## config.mk

```make
export PLATFORM = sky130hd
export DESIGN_NAME = iir_out_requant
export DESIGN_NICKNAME = d
export VERILOG_FILES = /design/src/rtl/iir_pkg.sv /design/src/rtl/iir_sync_fifo.sv /design/src/rtl/iir_out_requant.sv
export SDC_FILE = /design/constraint.sdc
export NUM_CORES = 1
export LEC_CHECK = 0
export CORE_AREA = 2 2 86 88
export DETAILED_ROUTE_END_ITERATION = 7
export DIE_AREA = 0 0 88 90
export PLACE_DENSITY = 0.8
export SYNTH_ARGS = -nofsm -noshare
export SYNTH_HDL_FRONTEND = slang
export SYNTH_HIERARCHICAL = 1
export SYNTH_SLANG_ARGS = --single-unit
```

## constraint.sdc

```tcl
create_clock -name clk -period 4 [get_ports clk]
set_input_delay 0.8 -clock clk [delete_from_list [all_inputs] [get_ports clk]]
set_output_delay 0.8 -clock clk [all_outputs]
set_load 0.02 [all_outputs]
```

## src/rtl/iir_pkg.sv

```systemverilog
// Constants shared by the IIR filter chain and its output requantizer.
package iir_pkg;
   localparam int unsigned IIR_DATA_W     = 18;
   localparam int unsigned IIR_IN_W       = 8;
   localparam int unsigned IIR_OUT_W      = 8;
   localparam int unsigned IIR_SHIFT      = 7;
   localparam int unsigned IIR_DECIM      = 1;
   localparam int unsigned IIR_FIFO_DEPTH = 4;
   localparam int unsigned IIR_SATCNT_W   = 16;
   localparam int unsigned IIR_DECCNT_W   = 8;
endpackage

```

## src/rtl/iir_sync_fifo.sv

```systemverilog
// Synchronous first-word-fall-through FIFO; head, occupancy, valid and full are all registered.
module iir_sync_fifo
#(
   parameter int unsigned WIDTH = 8,
   parameter int unsigned DEPTH = 4
) (
   input  logic                   clk,
   input  logic                   rst,
   input  logic                   wr,
   input  logic [WIDTH-1:0]       wr_data,
   input  logic                   rd,
   output logic [WIDTH-1:0]       rd_data,
   output logic                   valid,
   output logic                   full,
   output logic [$clog2(DEPTH):0] level
);
   localparam int unsigned AW = $clog2(DEPTH);
   localparam int unsigned LW = AW + 1;

   logic [WIDTH-1:0] mem [DEPTH];
   logic [AW-1:0]    wr_ptr;
   logic [AW-1:0]    rd_ptr;
   logic [AW-1:0]    rd_ptr_nxt_c;
   logic [LW-1:0]    level_nxt_c;
   logic [WIDTH-1:0] head_nxt_c;
   logic             do_wr_c;
   logic             do_rd_c;

   // Next head: bypass the write data when the new head slot is written this cycle; hold when empty.
   always_comb begin
      do_rd_c      = rd && valid;
      do_wr_c      = wr && (!full || do_rd_c);
      rd_ptr_nxt_c = do_rd_c ? rd_ptr + AW'(1) : rd_ptr;
      level_nxt_c  = level + LW'(do_wr_c) - LW'(do_rd_c);
      head_nxt_c   = rd_data;
      if (level_nxt_c != '0)
         head_nxt_c = (do_wr_c && (rd_ptr_nxt_c == wr_ptr)) ? wr_data : mem[rd_ptr_nxt_c];
   end

   always_ff @(posedge clk or negedge rst) begin
      if (!rst) begin
         wr_ptr  <= '0;
         rd_ptr  <= '0;
         level   <= '0;
         valid   <= 1'b0;
         full    <= 1'b0;
         rd_data <= '0;
      end else begin
         if (do_wr_c)
            wr_ptr <= wr_ptr + AW'(1);
         rd_ptr  <= rd_ptr_nxt_c;
         level   <= level_nxt_c;
         valid   <= (level_nxt_c != '0);
         full    <= (level_nxt_c == LW'(DEPTH));
         rd_data <= head_nxt_c;
      end
   end

   always_ff @(posedge clk) begin
      if (do_wr_c)
         mem[wr_ptr] <= wr_data;
   end
endmodule

```

## src/rtl/iir_out_requant.sv

```systemverilog
// IIR output stage: decimate, round/shift, saturate, buffer in a FWFT FIFO with valid/ready hand-off.
// Define IIR_REQUANT_SATCNT_EN to add the sat_count saturation-event counter port.
module iir_out_requant
   import iir_pkg::*;
#(
   parameter int unsigned IN_W       = IIR_DATA_W,
   parameter int unsigned OUT_W      = IIR_OUT_W,
   parameter int unsigned SHIFT      = IIR_SHIFT,
   parameter int unsigned DECIM      = IIR_DECIM,
   parameter int unsigned FIFO_DEPTH = IIR_FIFO_DEPTH
) (
   input  logic                        clk,
   input  logic                        rst,
   input  logic [IN_W-1:0]             in_data,
   input  logic                        in_valid,
   output logic [OUT_W-1:0]            out_data,
   output logic                        out_valid,
   input  logic                        out_ready,
   output logic [$clog2(FIFO_DEPTH):0] fifo_level,
   output logic                        overflow
`ifdef IIR_REQUANT_SATCNT_EN
   ,
   output logic [IIR_SATCNT_W-1:0]     sat_count
`endif
);
   localparam int unsigned EXT_W = IN_W + 1;
   localparam int unsigned CNT_W = IIR_DECCNT_W;
   localparam logic [CNT_W-1:0]        DEC_LAST = CNT_W'(DECIM - 1);
   localparam logic signed [EXT_W-1:0] RND      = EXT_W'(1 << (SHIFT - 1));
   localparam logic signed [EXT_W-1:0] SAT_HI   = EXT_W'((1 << (OUT_W - 1)) - 1);
   localparam logic signed [EXT_W-1:0] SAT_LO   = ~SAT_HI;

   logic [CNT_W-1:0]        dec_cnt;
   logic                    pass_c;
   logic signed [EXT_W-1:0] ext_c;
   logic signed [EXT_W-1:0] rnd_c;
   logic                    s1_valid;
   logic signed [EXT_W-1:0] s1_r;
   logic                    s2_valid;
   logic                    s2_sat;
   logic [OUT_W-1:0]        s2_data;
   logic                    pop_c;
   logic                    fifo_full;

   // Decimation gate and round-half-up arithmetic shift (one guard bit keeps the add exact).
   always_comb begin
      pass_c = in_valid && (dec_cnt == '0);
      ext_c  = {in_data[IN_W-1], in_data};
      rnd_c  = (ext_c + RND) >>> SHIFT;
      pop_c  = out_valid && out_ready;
   end

   always_ff @(posedge clk or negedge rst) begin
      if (!rst)
         dec_cnt <= '0;
      else if (in_valid)
         dec_cnt <= (dec_cnt == DEC_LAST) ? '0 : dec_cnt + CNT_W'(1);
   end

   always_ff @(posedge clk or negedge rst) begin
      if (!rst) begin
         s1_valid <= 1'b0;
         s1_r     <= '0;
         s2_valid <= 1'b0;
         s2_sat   <= 1'b0;
         s2_data  <= '0;
      end else begin
         s1_valid <= pass_c;
         if (pass_c)
            s1_r <= rnd_c;
         s2_valid <= s1_valid;
         if (s1_valid) begin
            if (s1_r > SAT_HI) begin
               s2_data <= {1'b0, {(OUT_W-1){1'b1}}};
               s2_sat  <= 1'b1;
            end else if (s1_r < SAT_LO) begin
               s2_data <= {1'b1, {(OUT_W-1){1'b0}}};
               s2_sat  <= 1'b1;
            end else begin
               s2_data <= s1_r[OUT_W-1:0];
               s2_sat  <= 1'b0;
            end
         end
      end
   end

   // A stage-2 sample meeting a full FIFO with no pop is lost; remember that until reset.
   always_ff @(posedge clk or negedge rst) begin
      if (!rst)
         overflow <= 1'b0;
      else if (s2_valid && fifo_full && !pop_c)
         overflow <= 1'b1;
   end

`ifdef IIR_REQUANT_SATCNT_EN
   always_ff @(posedge clk or negedge rst) begin
      if (!rst)
         sat_count <= '0;
      else if (s2_valid && s2_sat && (sat_count != '1))
         sat_count <= sat_count + IIR_SATCNT_W'(1);
   end
`endif

   iir_sync_fifo #(
      .WIDTH (OUT_W),
      .DEPTH (FIFO_DEPTH)
   ) u_fifo (
      .clk     (clk),
      .rst     (rst),
      .wr      (s2_valid),
      .wr_data (s2_data),
      .rd      (pop_c),
      .rd_data (out_data),
      .valid   (out_valid),
      .full    (fifo_full),
      .level   (fifo_level)
   );
endmodule

```

==> results of run 1 <==
==> power by group through the flow <==
stage               combinational (mW)  sequential, mW  clock, mW
floorplan                         1.18            1.44          0
global placement                  1.45            1.49          0
detailed placement                1.50            1.51          0
CTS                               1.51            1.49      0.584
global route                      1.68            1.54      0.621
finish                            1.49            1.49      0.566
==> state kept, by name, indices dropped and copies added (netlist names) <==
signal          flops
u_fifo/mem         32
s1_r               12
dec_cnt             8
s2_data             8
u_fifo/rd_data      8
u_fifo/level        3
u_fifo/rd_ptr       2
u_fifo/wr_ptr       2
overflow            1
s1_valid            1
s2_valid            1
u_fifo/full         1
u_fifo/valid        1
==> metrics by stage <==
stage	utilization (%)	std cells	hold slack, ns	area (µm²)
after floorplan	-	333	0.352	3880
after global routing	63.0	468	0.502	4420
final	63.0	468	0.484	4420
after CTS	63.0	468	0.486	4420
after global placement	60.3	452	0.458	4240
after detailed placement	60.3	452	0.467	4240
==> cell type report <==
class | instances | area [µm²] | share of cell area [%]
clock inverters | 5 | 57.6 | 1.30
well taps | 99 | 124 | 2.80
multi-input cells | 212 | 1530 | 34.6
repair buffers | 33 | 313 | 7.07
inverters | 28 | 105 | 2.38
flip-flops and latches | 80 | 2160 | 48.9
clock buffers | 11 | 131 | 2.97
==> worst max path at each step <==
stage	startpoint	to	slack (ns)	depth (start not counted)
2_1_floorplan	out_ready	u_fifo/rd_data[0]$_DFFE_PN0P_	0.43	14
4_1_cts	out_ready	u_fifo/rd_data[0]$_DFFE_PN0P_	0.44	14
3_5_place_dp	out_ready	u_fifo/rd_data[0]$_DFFE_PN0P_	0.07	14
3_3_place_gp	out_ready	u_fifo/rd_data[6]$_DFFE_PN0P_	0.14	14
5_1_grt	out_ready	u_fifo/rd_data[7]$_DFFE_PN0P_	0.19	14
6_report	out_ready	u_fifo/rd_data[5]$_DFFE_PN0P_	0.44	14
==> Yosys cell counts (2+ instances only) <==
cell type and instances:
o22ai_1 16, o221ai_1 8, a221oi_2 7, edfxtp_1 32, nor3_1 12, inv_1 26
dfrtp_1 48, nand2_1 30, a211oi_1 2, mux2_2 9, nor3b_1 9, xnor2_1 18
nand4_1 6, o21ai_2 9, buf_6 3, o21ai_1 3, buf_2 5, nor2_1 21
clkbuf_1 4, nand3_1 4, ha_1 9, and2_1 6, o21ai_0 18, xor2_1 4
==> kinds of logic after synthesis <==
logic type	share of synthesized area [%]
AO/OA/AOI/OAI	13.7
XOR/XNOR	4.97
adder cells (fa/ha/maj)	3.42
buffers and inverters	4.71
multiplexers	3.00
AND/OR/NAND/NOR	14.5
flip-flops	55.8
==> routing by layer <==
| metal | vias to the layer above | routed length (µm) | global-route usage, % |
|---|---|---|---|
| met2 | 64 | 3110 | 29.4 |
| met4 | 0 | 114 | 7.44 |
| met1 | 1195 | 2830 | 22.8 |
| met3 | 10 | 268 | 5.33 |
| li1 | 1259 | - | - |
| met5 | - | 0 | 0 |
==> critical path, delay by kind of cell <==
kind	cells	cell delay (ns)
AOI/OAI and AO/OA	1	0.13
adders and majority gates	3	0.84
buffers and inverters	5	0.93
xor gates and xnor gates	1	0.33
and+or+nand+nor	4	0.73
==> out/qor.csv, run 1 <==
metric,value,unit
async_reset_ff_share,60.0,%
reg2reg_depth,13,
tightest_slew,1.04,ns
avgSynthCellArea,11.6,µm²
cts_max_level,3,
ant_nets,0,
dieArea,7920,µm²
nets,396,
max_cap_violations,0,
total_power,3.55,mW
outcome,finished clean,
p_switching,1.36,mW
synth_fp_nets,365,
clock_path_buffers,2,
endpoint_kind,flop,
worst_setup_path_start_kind,primary input,
path_clk_slew,0.07,ns
drtPass1Iterations,4,
vias,2528,
required,4.22,ns
gp_congestion,0.766,
initial_core_util,55.2,%
synth_top_area_share,31.0,%
io_buffers,28,
dp_hpwl,4560,µm
drc,0,
finalCritPeriodShare,88.9,%
fmax,281,MHz
cp_data_arrival_time,3.77,ns
cts_setup_buffers,0,
synth_edf_count,32,
core,7020,µm²
dp_slack,0.0736,ns
slew_violations,0,
syn_area,3880,µm²
r2r_start,u_fifo/valid$_DFF_PN0_,
ys_dominant_reg_cell,dfrtp_1,
diodes,0,
rows,31,
power.share.clock,15.9,%
drive_above_1_share,14.9,%
tns,0,ns
finalWirelength,6320,µm
max_slew_margin,30.7,%
layout_common_cells,"48 x dfrtp_1, 32 x edfxtp_1, 30 x nand2_1",
first_iter_violations,118,
cts_root_buf,clkbuf_8,
min_path_cells,2,
hp-class,reg2reg,
post_drt_via_cell_ratio,5.40,
setup_viol,0,
die_h,90,µm
hp-start,s1_r[5]$_DFFE_PN0P_,
rrSetupSlack,0.76,ns
slowest_delay,0.43,ns
p_leak,1.71,nW
regToRegEndpoint,u_fifo/rd_data[5]$_DFFE_PN0P_,
hold_violations,0,
cts_tree,yes,
fillers,546,
layout_commonest_cell,dfrtp_1,
grt_start_max_net_pins,49,
synthTopCellsByArea,"dfrtp_1 31%, edfxtp_1 25%, xnor2_1 4.1%, ha_1 2.9%, nand2_1 2.9%",
grtUsageTotal,18.2,%
path_class,in2reg,
cp_slowest_cell,and2_1,
yosysUniqueCellTypes,48,
synth_top_cell_by_area,dfrtp_1,
grt_pass1_vias,2477,
clk_latency,0.35,ns
switching_share,38.2,%
grt_overflow,0,
peakVddDrop,305,µV
synth_cells,333,
path_max_fanout,20,
cts_resized,0,
areaGrowthSynthToFinish,14.1,%
ys_warn_count,6,
rsz0062_at_grt,no,
clock-sinks,80,
wire_per_inst,13.5,µm
power_frac_seq,42.0,%
synth-seq-area-share,55.8,%
grt_first_pass_wirelength,11200,µm
min_to,s1_r[5]$_DFFE_PN0P_,
holdBufCountCts,0,
ys_ff_latch,80,
pin_count,35,
cts_buffers,9,
antenna_found_initial,0,
setup_ws,0.443,ns
skew,0.00758,ns
min_period,3.56,ns
p_int,2.19,mW
die_x,88,µm
comb_power_share,42.1,%
power.density,803,nW/µm²
path_cells,"clkdlybuf4s50_1, and2_1, nand2_1, buf_4, clkinv_1, ha_1, inv_1, ha_1, fa_1, xnor2_1, nor3_4, inv_2, and2_1, a221oi_2",
Power figures use the tool's default switching activity.
==> inputs of run 2 (changes only) <==
--- a/config.mk
+++ b/config.mk
@@ -5,10 +5,10 @@
 export SDC_FILE = /design/constraint.sdc
 export NUM_CORES = 1
 export LEC_CHECK = 0
-export CORE_AREA = 2 2 86 88
+export CORE_AREA = 2 2 87 89
 export DETAILED_ROUTE_END_ITERATION = 7
-export DIE_AREA = 0 0 88 90
-export PLACE_DENSITY = 0.8
+export DIE_AREA = 0 0 89 91
+export PLACE_DENSITY = 0.79
 export SYNTH_ARGS = -nofsm -noshare
 export SYNTH_HDL_FRONTEND = slang
 export SYNTH_HIERARCHICAL = 1
==> out/qor.csv, run 2 (synthesis results as in run 1) <==
metric,value,unit,change
drive_above_1_share,15.4,%,+0.50 points
clk_latency,0.36,ns,about the same
ant_nets,0,,unchanged
max_cap_violations,0,,unchanged
tightest_slew,1.07,ns,+0.0274 ns
cts_resized,0,,unchanged
path_cells,"clkdlybuf4s50_1, and2_1, nand2_1, a21boi_1, inv_1, ha_1, inv_1, ha_1, fa_1, xnor2_1, nor3_4, inv_2, and2_1, a221oi_2",,
core,7140,µm²,+1.7%
rsz0062_at_grt,no,,
dieArea,8100,µm²,+2.3%
post-route-cell-area,4410,µm²,-0.42%
path_class,in2reg,,
cts_buffers,9,,unchanged
tns,0,ns,unchanged
rows,31,,unchanged
grt_pass1_vias,2619,,+5.7%
cts_max_level,3,,unchanged
vias,2630,,+4.0%
regToRegEndpoint,u_fifo/rd_data[6]$_DFFE_PN0P_,,
required,4.22,ns,about the same
clock_path_buffers,2,,unchanged
path_clk_slew,0.09,ns,+0.02 ns
layout_common_cells,"48 x dfrtp_1, 32 x edfxtp_1, 30 x nand2_1",,
diodes,0,,unchanged
antenna_found_initial,0,,unchanged
setup_viol,0,,unchanged
clock-sinks,80,,unchanged
top_register,u_fifo/mem,,
endpoint_kind,flop,,
finalWirelength,7480,µm,+18%
reg2reg_depth,13,,unchanged
gp_congestion,0.751,,-1.9%
hold_violations,0,,unchanged
areaGrowthSynthToFinish,13.7,%,
skew,0.0145,ns,+0.00688 ns
power.density,811,nW/µm²,+0.98%
grt_first_pass_wirelength,12800,µm,+14%
cp_slowest_cell,and2_1,,
post_drt_via_cell_ratio,5.61,,+3.8%
cp_data_arrival_time,3.76,ns,about the same
pin_count,35,,unchanged
wire_per_inst,16.0,µm,+18%
dp_slack,0.0507,ns,-0.0229 ns
finalCritPeriodShare,88.6,%,-0.29 points
drtPass1Iterations,4,,unchanged
cts_root_buf,clkbuf_8,,
peakVddDrop,294,µV,-3.7%
grt_start_max_net_pins,39,,-20%
utilization,61.7,%,-1.3 points
setup_ws,0.455,ns,+0.0116 ns
cts_tree,yes,,
cts_setup_buffers,0,,unchanged
dp_hpwl,5140,µm,+13%
min_period,3.55,ns,-0.0116 ns
final_cells,469,,+0.21%
initial_core_util,54.3,%,-0.90 points
hold_ws,0.472,ns,-0.0125 ns
io_buffers,28,,unchanged
place_inst,453,,+0.22%
p_leak,1.71,nW,about the same
slew_violations,0,,unchanged
drc,0,,unchanged
die_x,89,µm,+1.1%
layout_commonest_cell,dfrtp_1,,
fmax,282,MHz,+0.33%
grt_overflow,0,,unchanged
largest_reg_flops,32,,unchanged
first_iter_violations,164,,+39%
path_max_fanout,8,,-60%
worst_setup_path_start_kind,primary input,,
reg_top3,"u_fifo/mem (32), s1_r (12)",,
die_h,91,µm,+1.1%
nets,397,,+0.25%
holdBufCountCts,0,,unchanged
outcome,finished clean,,
grtUsageTotal,20.7,%,+2.5 points
max_slew_margin,28.8,%,-1.8 points
rrSetupSlack,0.88,ns,+0.12 ns
total_power,3.57,mW,+0.55%
hp-class,in2async,,
r2r_start,u_fifo/valid$_DFF_PN0_,,
place_area,4240,µm²,+0.18%
slowest_delay,0.49,ns,+0.06 ns
[run 2: changes by cell type in the layout (fill, tap and decap cells not counted), sizes merged]
cell,previous run,this run
clkbuf,11,9
buf,6,7
clkinvlp,3,2
clkinv,2,6
bufinv,1,0
[run 2: critical path, delay by kind of cell]
family	cells	cell delay (ns)
xor gates and xnor gates	1	0.33
and+or+nand+nor	4	0.80
buffers and inverters	4	0.64
AOI/OAI and AO/OA	2	0.35
adders and majority gates	3	0.84
[run 2: area by class of cell]
type	count	area, µm²
inverter	28	105
clock inverter	7	38.8
multi-input combinational	212	1530
tap	99	124
fill	590	2730
sequential	80	2160
timing repair buffer	34	320
clock buffer	9	124
[run 2: metal layers]
layer	track usage (%)	wire length, µm
met1	27.3	3240
met2	34.1	3830
met3	4.36	303
met4	6.72	111
met5	0	0
[run 2: worst max path at each step]
stage               startpoint                             to  slack, ns  cells after the start
floorplan            out_ready  u_fifo/rd_data[0]$_DFFE_PN0P_       0.43                     14
global placement     out_ready  u_fifo/rd_data[2]$_DFFE_PN0P_       0.13                     14
detailed placement   out_ready  u_fifo/rd_data[6]$_DFFE_PN0P_       0.05                     14
CTS                  out_ready  u_fifo/rd_data[6]$_DFFE_PN0P_       0.43                     14
global route         out_ready  u_fifo/rd_data[7]$_DFFE_PN0P_       0.22                     14
finish               out_ready  u_fifo/rd_data[6]$_DFFE_PN0P_       0.45                     14
[run 2: power breakdown]
group	switching (mW)	internal (mW)	leakage [nW]
sequential	0.308	1.20	0.884
clock	0.296	0.219	0.0822
combinational	0.846	0.701	0.748
total	1.45	2.12	1.71
